<file path="config.mk">
export PLATFORM = sky130hd
export DESIGN_NAME = sized_data_memory
export DESIGN_NICKNAME = d
export VERILOG_FILES = /design/src/rtl/data_memory_pkg.sv /design/src/rtl/load_store_align.sv /design/src/rtl/sized_data_memory.sv
export SDC_FILE = /design/constraint.sdc
export NUM_CORES = 2
export LEC_CHECK = 0
export ABC_AREA = 1
export ABC_CLOCK_PERIOD_IN_PS = 7500
export BUFFER_PORTS_ARGS = -buffer_cell sky130_fd_sc_hd__buf_2
export CORE_MARGIN = 8
export CORE_UTILIZATION = 35
export DETAILED_ROUTE_END_ITERATION = 12
export GPL_TIMING_DRIVEN = 0
export PLACE_DENSITY = 0.51
export SLEW_MARGIN = 20
export SYNTH_ARGS = -nofsm -noshare
export SYNTH_HDL_FRONTEND = slang
export SYNTH_HIERARCHICAL = 1
export SYNTH_SLANG_ARGS = --single-unit
export TNS_END_PERCENT = 5
</file>
<file path="constraint.sdc">
create_clock -name clk_in -period 7.5 [get_ports clk_in]
set_clock_uncertainty 0.15 [all_clocks]
set_input_delay 1.5 -clock clk_in [delete_from_list [all_inputs] [get_ports clk_in]]
set_output_delay 1.5 -clock clk_in [all_outputs]
set_load 0.02 [all_outputs]
</file>
<file path="src/rtl/data_memory_pkg.sv">
// Shared types for the sized data memory: access sizes,
// sweep states and the size-to-bytes helper.
package data_memory_pkg;

  typedef enum logic [1:0] {
    SIZE_B,
    SIZE_H,
    SIZE_W,
    SIZE_D
  } mem_size_e;

  typedef enum logic [0:0] {
    CLEAR,
    READY
  } state_e;

  function automatic int size_bytes(mem_size_e s);
    return 1 << int'(s);
  endfunction

endpackage

</file>
<file path="src/rtl/load_store_align.sv">
// Byte-lane merge for stores, extract/extend for loads,
// and alignment check for a single memory word.
module load_store_align
  import data_memory_pkg::*;
#(
  parameter int DATA_WIDTH      = 64,
  parameter int WORD_BYTES_2POW = 3,
  parameter int WORD_BYTES      = 1 << WORD_BYTES_2POW
) (
  input  logic [DATA_WIDTH-1:0]      old_word,
  input  logic [DATA_WIDTH-1:0]      store_data,
  input  logic [WORD_BYTES_2POW-1:0] offset,
  input  mem_size_e                  size,
  input  logic                       is_unsigned,
  input  logic                       merge_en,
  output logic [DATA_WIDTH-1:0]      new_word,
  output logic [DATA_WIDTH-1:0]      load_result,
  output logic                       misaligned
);

  logic [DATA_WIDTH-1:0]      shifted;
  logic [DATA_WIDTH-1:0]      src;
  logic [DATA_WIDTH-1:0]      raw;
  logic [WORD_BYTES_2POW-1:0] amask;
  int                         nb;

  always_comb begin
    nb         = size_bytes(size);
    amask      = WORD_BYTES_2POW'(nb - 1);
    misaligned = |(offset & amask);
    shifted    = store_data << {offset, 3'b000};
    new_word   = old_word;
    for (int b = 0; b < WORD_BYTES; b++) begin
      if (b >= int'(offset) && b < int'(offset) + nb)
        new_word[b*8 +: 8] = shifted[b*8 +: 8];
    end
  end

  // Write-first: a load in the same cycle as a store sees the merged word.
  assign src = merge_en ? new_word : old_word;
  assign raw = src >> {offset, 3'b000};

  always_comb begin
    load_result = raw;
    unique case (size)
      SIZE_B: load_result =
        {{(DATA_WIDTH-8){~is_unsigned & raw[7]}}, raw[7:0]};
      SIZE_H: load_result =
        {{(DATA_WIDTH-16){~is_unsigned & raw[15]}}, raw[15:0]};
      SIZE_W: load_result =
        {{(DATA_WIDTH-32){~is_unsigned & raw[31]}}, raw[31:0]};
      SIZE_D: load_result = raw;
    endcase
  end

endmodule

</file>
<file path="src/rtl/sized_data_memory.sv">
// MEM-stage data memory with sized accesses, fault detection,
// registered read port and a post-reset clear sweep.
module sized_data_memory
  import data_memory_pkg::*;
#(
  parameter int ADDR_WIDTH      = 64,
  parameter int DATA_WIDTH      = 64,
  parameter int WORD_BYTES_2POW = 3,
  parameter int WORD_BYTES      = 1 << WORD_BYTES_2POW,
  parameter int DEPTH_2POW      = 6,
  parameter int DEPTH           = 1 << DEPTH_2POW
) (
  input  logic                  clk_in,
  input  logic                  reset,
  input  logic [ADDR_WIDTH-1:0] address_in,
  input  logic [DATA_WIDTH-1:0] data_in,
  input  logic                  writeEnable_in,
  input  logic                  readEnable_in,
  input  logic [1:0]            size_in,
  input  logic                  unsigned_in,
  output logic [DATA_WIDTH-1:0] data_out,
  output logic                  fault_out,
  output logic                  busy_out
);

  localparam int HI = WORD_BYTES_2POW + DEPTH_2POW;

  logic [DATA_WIDTH-1:0]      mem [DEPTH];
  state_e                     state;
  logic [DEPTH_2POW-1:0]      clear_idx;
  logic [DEPTH_2POW-1:0]      idx;
  logic [WORD_BYTES_2POW-1:0] off;
  logic                       oor;
  logic                       misaligned;
  logic                       req;
  logic                       fault;
  logic [DATA_WIDTH-1:0]      new_word;
  logic [DATA_WIDTH-1:0]      load_result;

  assign idx   = address_in[WORD_BYTES_2POW +: DEPTH_2POW];
  assign off   = address_in[WORD_BYTES_2POW-1:0];
  assign oor   = |address_in[ADDR_WIDTH-1:HI];
  assign req   = writeEnable_in | readEnable_in;
  assign fault = req & (oor | misaligned);

  load_store_align #(
    .DATA_WIDTH      (DATA_WIDTH),
    .WORD_BYTES_2POW (WORD_BYTES_2POW),
    .WORD_BYTES      (WORD_BYTES)
  ) u_align (
    .old_word    (mem[idx]),
    .store_data  (data_in),
    .offset      (off),
    .size        (mem_size_e'(size_in)),
    .is_unsigned (unsigned_in),
    .merge_en    (writeEnable_in),
    .new_word    (new_word),
    .load_result (load_result),
    .misaligned  (misaligned)
  );

  always_ff @(posedge clk_in) begin
    if (reset) begin
      data_out  <= '0;
      fault_out <= 1'b0;
      busy_out  <= 1'b1;
      state     <= CLEAR;
      clear_idx <= '0;
      mem[0]    <= '0;
    end else if (state == CLEAR) begin
      mem[clear_idx] <= '0;
      clear_idx      <= clear_idx + 1'b1;
      data_out       <= '0;
      fault_out      <= 1'b0;
      if (clear_idx == '1) begin
        state    <= READY;
        busy_out <= 1'b0;
      end
    end else begin
      fault_out <= fault;
      if (fault)
        data_out <= '0;
      else if (readEnable_in)
        data_out <= load_result;
      if (writeEnable_in && !fault)
        mem[idx] <= new_word;
    end
  end

endmodule

</file>
==> results.sh <==
export IMPL_total_of_fill_cells_in_the_finished_design=45600
export IMPL_cts_tree="yes"
export IMPL_count_of_port_buffers_added_during_placement=195
export IMPL_numCtsBuffers=429
export IMPL_commonest_cells_after_routing_fill_and_taps_aside="edfxtp_1, nor2_1, o21ai_0, nand2_1, nand3_1"
export IMPL_yosysWarnings=6
export IMPL_post_cts_resize_count=0
export IMPL_routabilityCongestion=1.02
export IMPL_syn_nets=14200
export IMPL_grt_max_degree=29
export IMPL_synth_seq_area_share=0.731
export IMPL_worst_endpoint_arrival_ns=7.84
export IMPL_final_common_cell="edfxtp_1"
export IMPL_timing_reg2reg_worst_path_depth=12
export IMPL_fin_tns_setup_ns=0
export IMPL_rr_startpoint="state"
export IMPL_floorplan_die_area_mm2=0.509
export IMPL_synthesis_area_mm2=0.170
export IMPL_min_path_type="reg -> reg"
export IMPL_place_ws_ns=-0.565
export IMPL_placedInstanceArea_mm2=0.191
export IMPL_grt_usage=0.298
export IMPL_critPathRequiredTime_ns=8.07
export IMPL_crit_end="mem[53][41]"
export IMPL_timing_critical_path_to_type="flip-flop"
export IMPL_cp_buffers_inverters=12
export IMPL_dp_hpwl_um=588000
export IMPL_layout_cell_area_non_filler_mm2=0.204
export IMPL_routed_via_count=129000
export IMPL_clkTransAtPathRegs_ns=0.06
export IMPL_vias_per_instance=5.86
export IMPL_final_hold_worst_slack_ns=0.312
export IMPL_grt_overflow=0
export IMPL_remaining_max_slew_budget_at_the_tightest_pin=0.176
export IMPL_setup_worst_path_start="address_in[2]"
export IMPL_ff2ff_setup_slack_ns=2.09
export IMPL_final_period_utilization=0.970
export IMPL_place_detailed_instances=21200
export IMPL_finish_net_count=15300
export IMPL_core_area_mm2=0.485
export IMPL_avgRoutedWirePerCell_um=36.0
export IMPL_io_pins=201
export IMPL_p_per_area_mw_per_mm2=248
export IMPL_final_routed_drc_violation_total=0
export IMPL_netlist_cell_type_count=40
export IMPL_worstSkewPairLatency_ns=1.06
export IMPL_post_route_cells_drive_above_1_share=0.120
export IMPL_area_growth_syn_to_layout_pct=20.1
export IMPL_startpoint_type="input pin"
export IMPL_post_synth_cell_area_avg_um2=12.1
export IMPL_finalNonFillerCells=22000
export IMPL_yosys_register_bits=4169
export IMPL_crit_cells=24
export IMPL_totalWireLength_um=791000
export IMPL_post_cts_buffers=0
export IMPL_grt_setup_unrepaired="no"
export IMPL_final_core_utilization=0.421
export IMPL_rows=256
export IMPL_ctsLongestPathBuffers=4
export IMPL_total_leakage_power_nw=76.1
export IMPL_final_max_slew_violation_count=0
export IMPL_timing_critical_path_cells="buf_2 > buf_2 > inv_2 > clkbuf_1 > buf_2 > buf_1 > o21ai_0 > nor2_1 > nand2_1 > nor2_1 > nand2_1 > nor2_1 > nand2_1 > nand2_2 > nand3_1 > buf_2 > o21ai_1 > nand3_1 > nor2_4 > buf_16 > buf_12 > buf_16 > buf_16 > buf_16"
export IMPL_run_status="finished clean"
export IMPL_critical_path_top_delay_family="buffers and inverters"
export IMPL_setup_worst_path_class="in -> reg"
export IMPL_drt_pre_antenna_iters=6
export IMPL_timing_final_hold_violations=0
export IMPL_max_vdd_ir_drop_uv=180
export IMPL_final_antenna_net_count=0
export IMPL_die_width_um=713
export IMPL_sink_count=4169
export IMPL_root_buffer_cell="clkbuf_16"
export IMPL_critPathMaxFanout=14
export IMPL_initial_utilization=0.351
export IMPL_grt_first_pass_wirelength_um=1040000
export IMPL_achievable_frequency_mhz=137
export IMPL_cap_viol_max_count=0
export IMPL_setup_viol_count_final=0
export IMPL_critical_path_max_stage_delay_ns=0.88
export IMPL_grt_pass1_vias=118000
export IMPL_htree_levels=5
export IMPL_die_h_um=713
export IMPL_antenna_found_initial=89
export IMPL_cp_slowest_cell="nor2_4"
export IMPL_power_total_mw=50.7
export IMPL_starting_drt_drc_count=20500
export IMPL_regToRegEndpoint="mem[53][41]"
export IMPL_hold_path_depth=2
export IMPL_post_cts_hold_buffer_count=0
export IMPL_syn_instance_count=14000
export IMPL_finalWorstPathRequiredPeriod_ns=7.27
export IMPL_worst_slew_pin_slew_ns=1.24
export IMPL_final_setup_worst_slack_ns=0.227
## layout make-up
cell class	instances	area [um^2]	share of cell area
sequential	4169	124000	0.609
buffer	1012	4830	0.0236
clock buffer	526	11200	0.0549
clock inverter	251	2120	0.0104
timing repair buffer	673	11700	0.0573
tap	6450	8070	0.0395
antenna	38	95.1	0.000465
multi-input combinational	8692	41300	0.202
inverter	171	647	0.00316
## where the power goes
part / total, mW / internal (mW) / switching, mW
logic: 4.33 / 1.01 / 3.31
clock network: 21.0 / 11.6 / 9.47
registers: 25.3 / 25.3 / 0.0170
total: 50.7 / 37.9 / 12.8
## state kept, by name (all words and copies together) (netlist names)
register	count
mem	4096
data_out	64
clear_idx	6
busy_out	1
fault_out	1
state	1
## Yosys cell counts
master / count / share of area
a21oi_1: 230 / 0.0068
a22o_1: 1 / 0.000051
a31oi_1: 1 / 0.000037
and2_0: 3 / 0.00011
and2_1: 10 / 0.00037
buf_1: 77 / 0.0017
buf_2: 202 / 0.0059
buf_4: 33 / 0.0015
buf_6: 71 / 0.0047
buf_8: 4 / 0.00035
clkbuf_1: 615 / 0.014
clkbuf_2: 10 / 0.00029
dfxtp_1: 73 / 0.0086
edfxtp_1: 4096 / 0.72
fa_1: 1 / 0.00012
ha_1: 5 / 0.00037
inv_1: 162 / 0.0036
inv_2: 7 / 0.00015
inv_4: 2 / 0.000073
nand2_1: 1664 / 0.037
nand2_2: 10 / 0.00037
nand2_4: 8 / 0.00053
nand3_1: 1068 / 0.031
nand3_2: 41 / 0.0024
nand3b_1: 4 / 0.00018
nand3b_4: 1 / 0.00012
nand4_1: 10 / 0.00037
nor2_1: 2335 / 0.051
nor2_2: 5 / 0.00018
nor3_1: 9 / 0.00026
o211ai_1: 17 / 0.00075
o21a_1: 1 / 0.000044
o21ai_0: 2076 / 0.061
o21ai_1: 61 / 0.0018
o21ai_2: 2 / 0.00010
o22ai_1: 1025 / 0.038
or2_1: 64 / 0.0024
or2_2: 38 / 0.0014
xor2_1: 1 / 0.000051
xor2_2: 1 / 0.000096
## tightest hold or removal path: stages (launching register included)
cell	delay, ns
dfxtp_1	0.31
nand2_1	0.06
a21oi_1	0.05
## per-layer routing
metal,vias to the layer above,part of all wire,global-route usage
li1,53600,-,-
met5,-,0.000095,0
met2,8554,0.42,0.429
met4,12,0.067,0.166
met3,1529,0.12,0.0872
met1,65100,0.39,0.403
## worst min-delay path by stage
stage,slack (ns),to,start
3_3_place_gp,0.30,data_out[12],data_out[12]
6_report,0.31,data_out[1],data_out[1]
3_5_place_dp,0.30,data_out[38],data_out[38]
2_1_floorplan,0.30,clear_idx[5],clear_idx[5]
4_1_cts,0.31,data_out[5],data_out[5]
5_1_grt,0.33,data_out[57],data_out[57]
## logic make-up (layout without fill, tap and decap cells)
| group | after synthesis | in the layout | synth area share |
|---|---|---|---|
| other | 0 | 38 | 0 |
| adders and majority gates | 6 | 6 | 0.000485 |
| and+or+nand+nor | 5270 | 5270 | 0.128 |
| DFF | 4169 | 4169 | 0.731 |
| buffers and inverters | 1183 | 2633 | 0.0318 |
| xor gates and xnor gates | 2 | 2 | 0.000147 |
| AOI/OAI and AO/OA | 3414 | 3414 | 0.108 |
(Power assumes the default switching activity.)
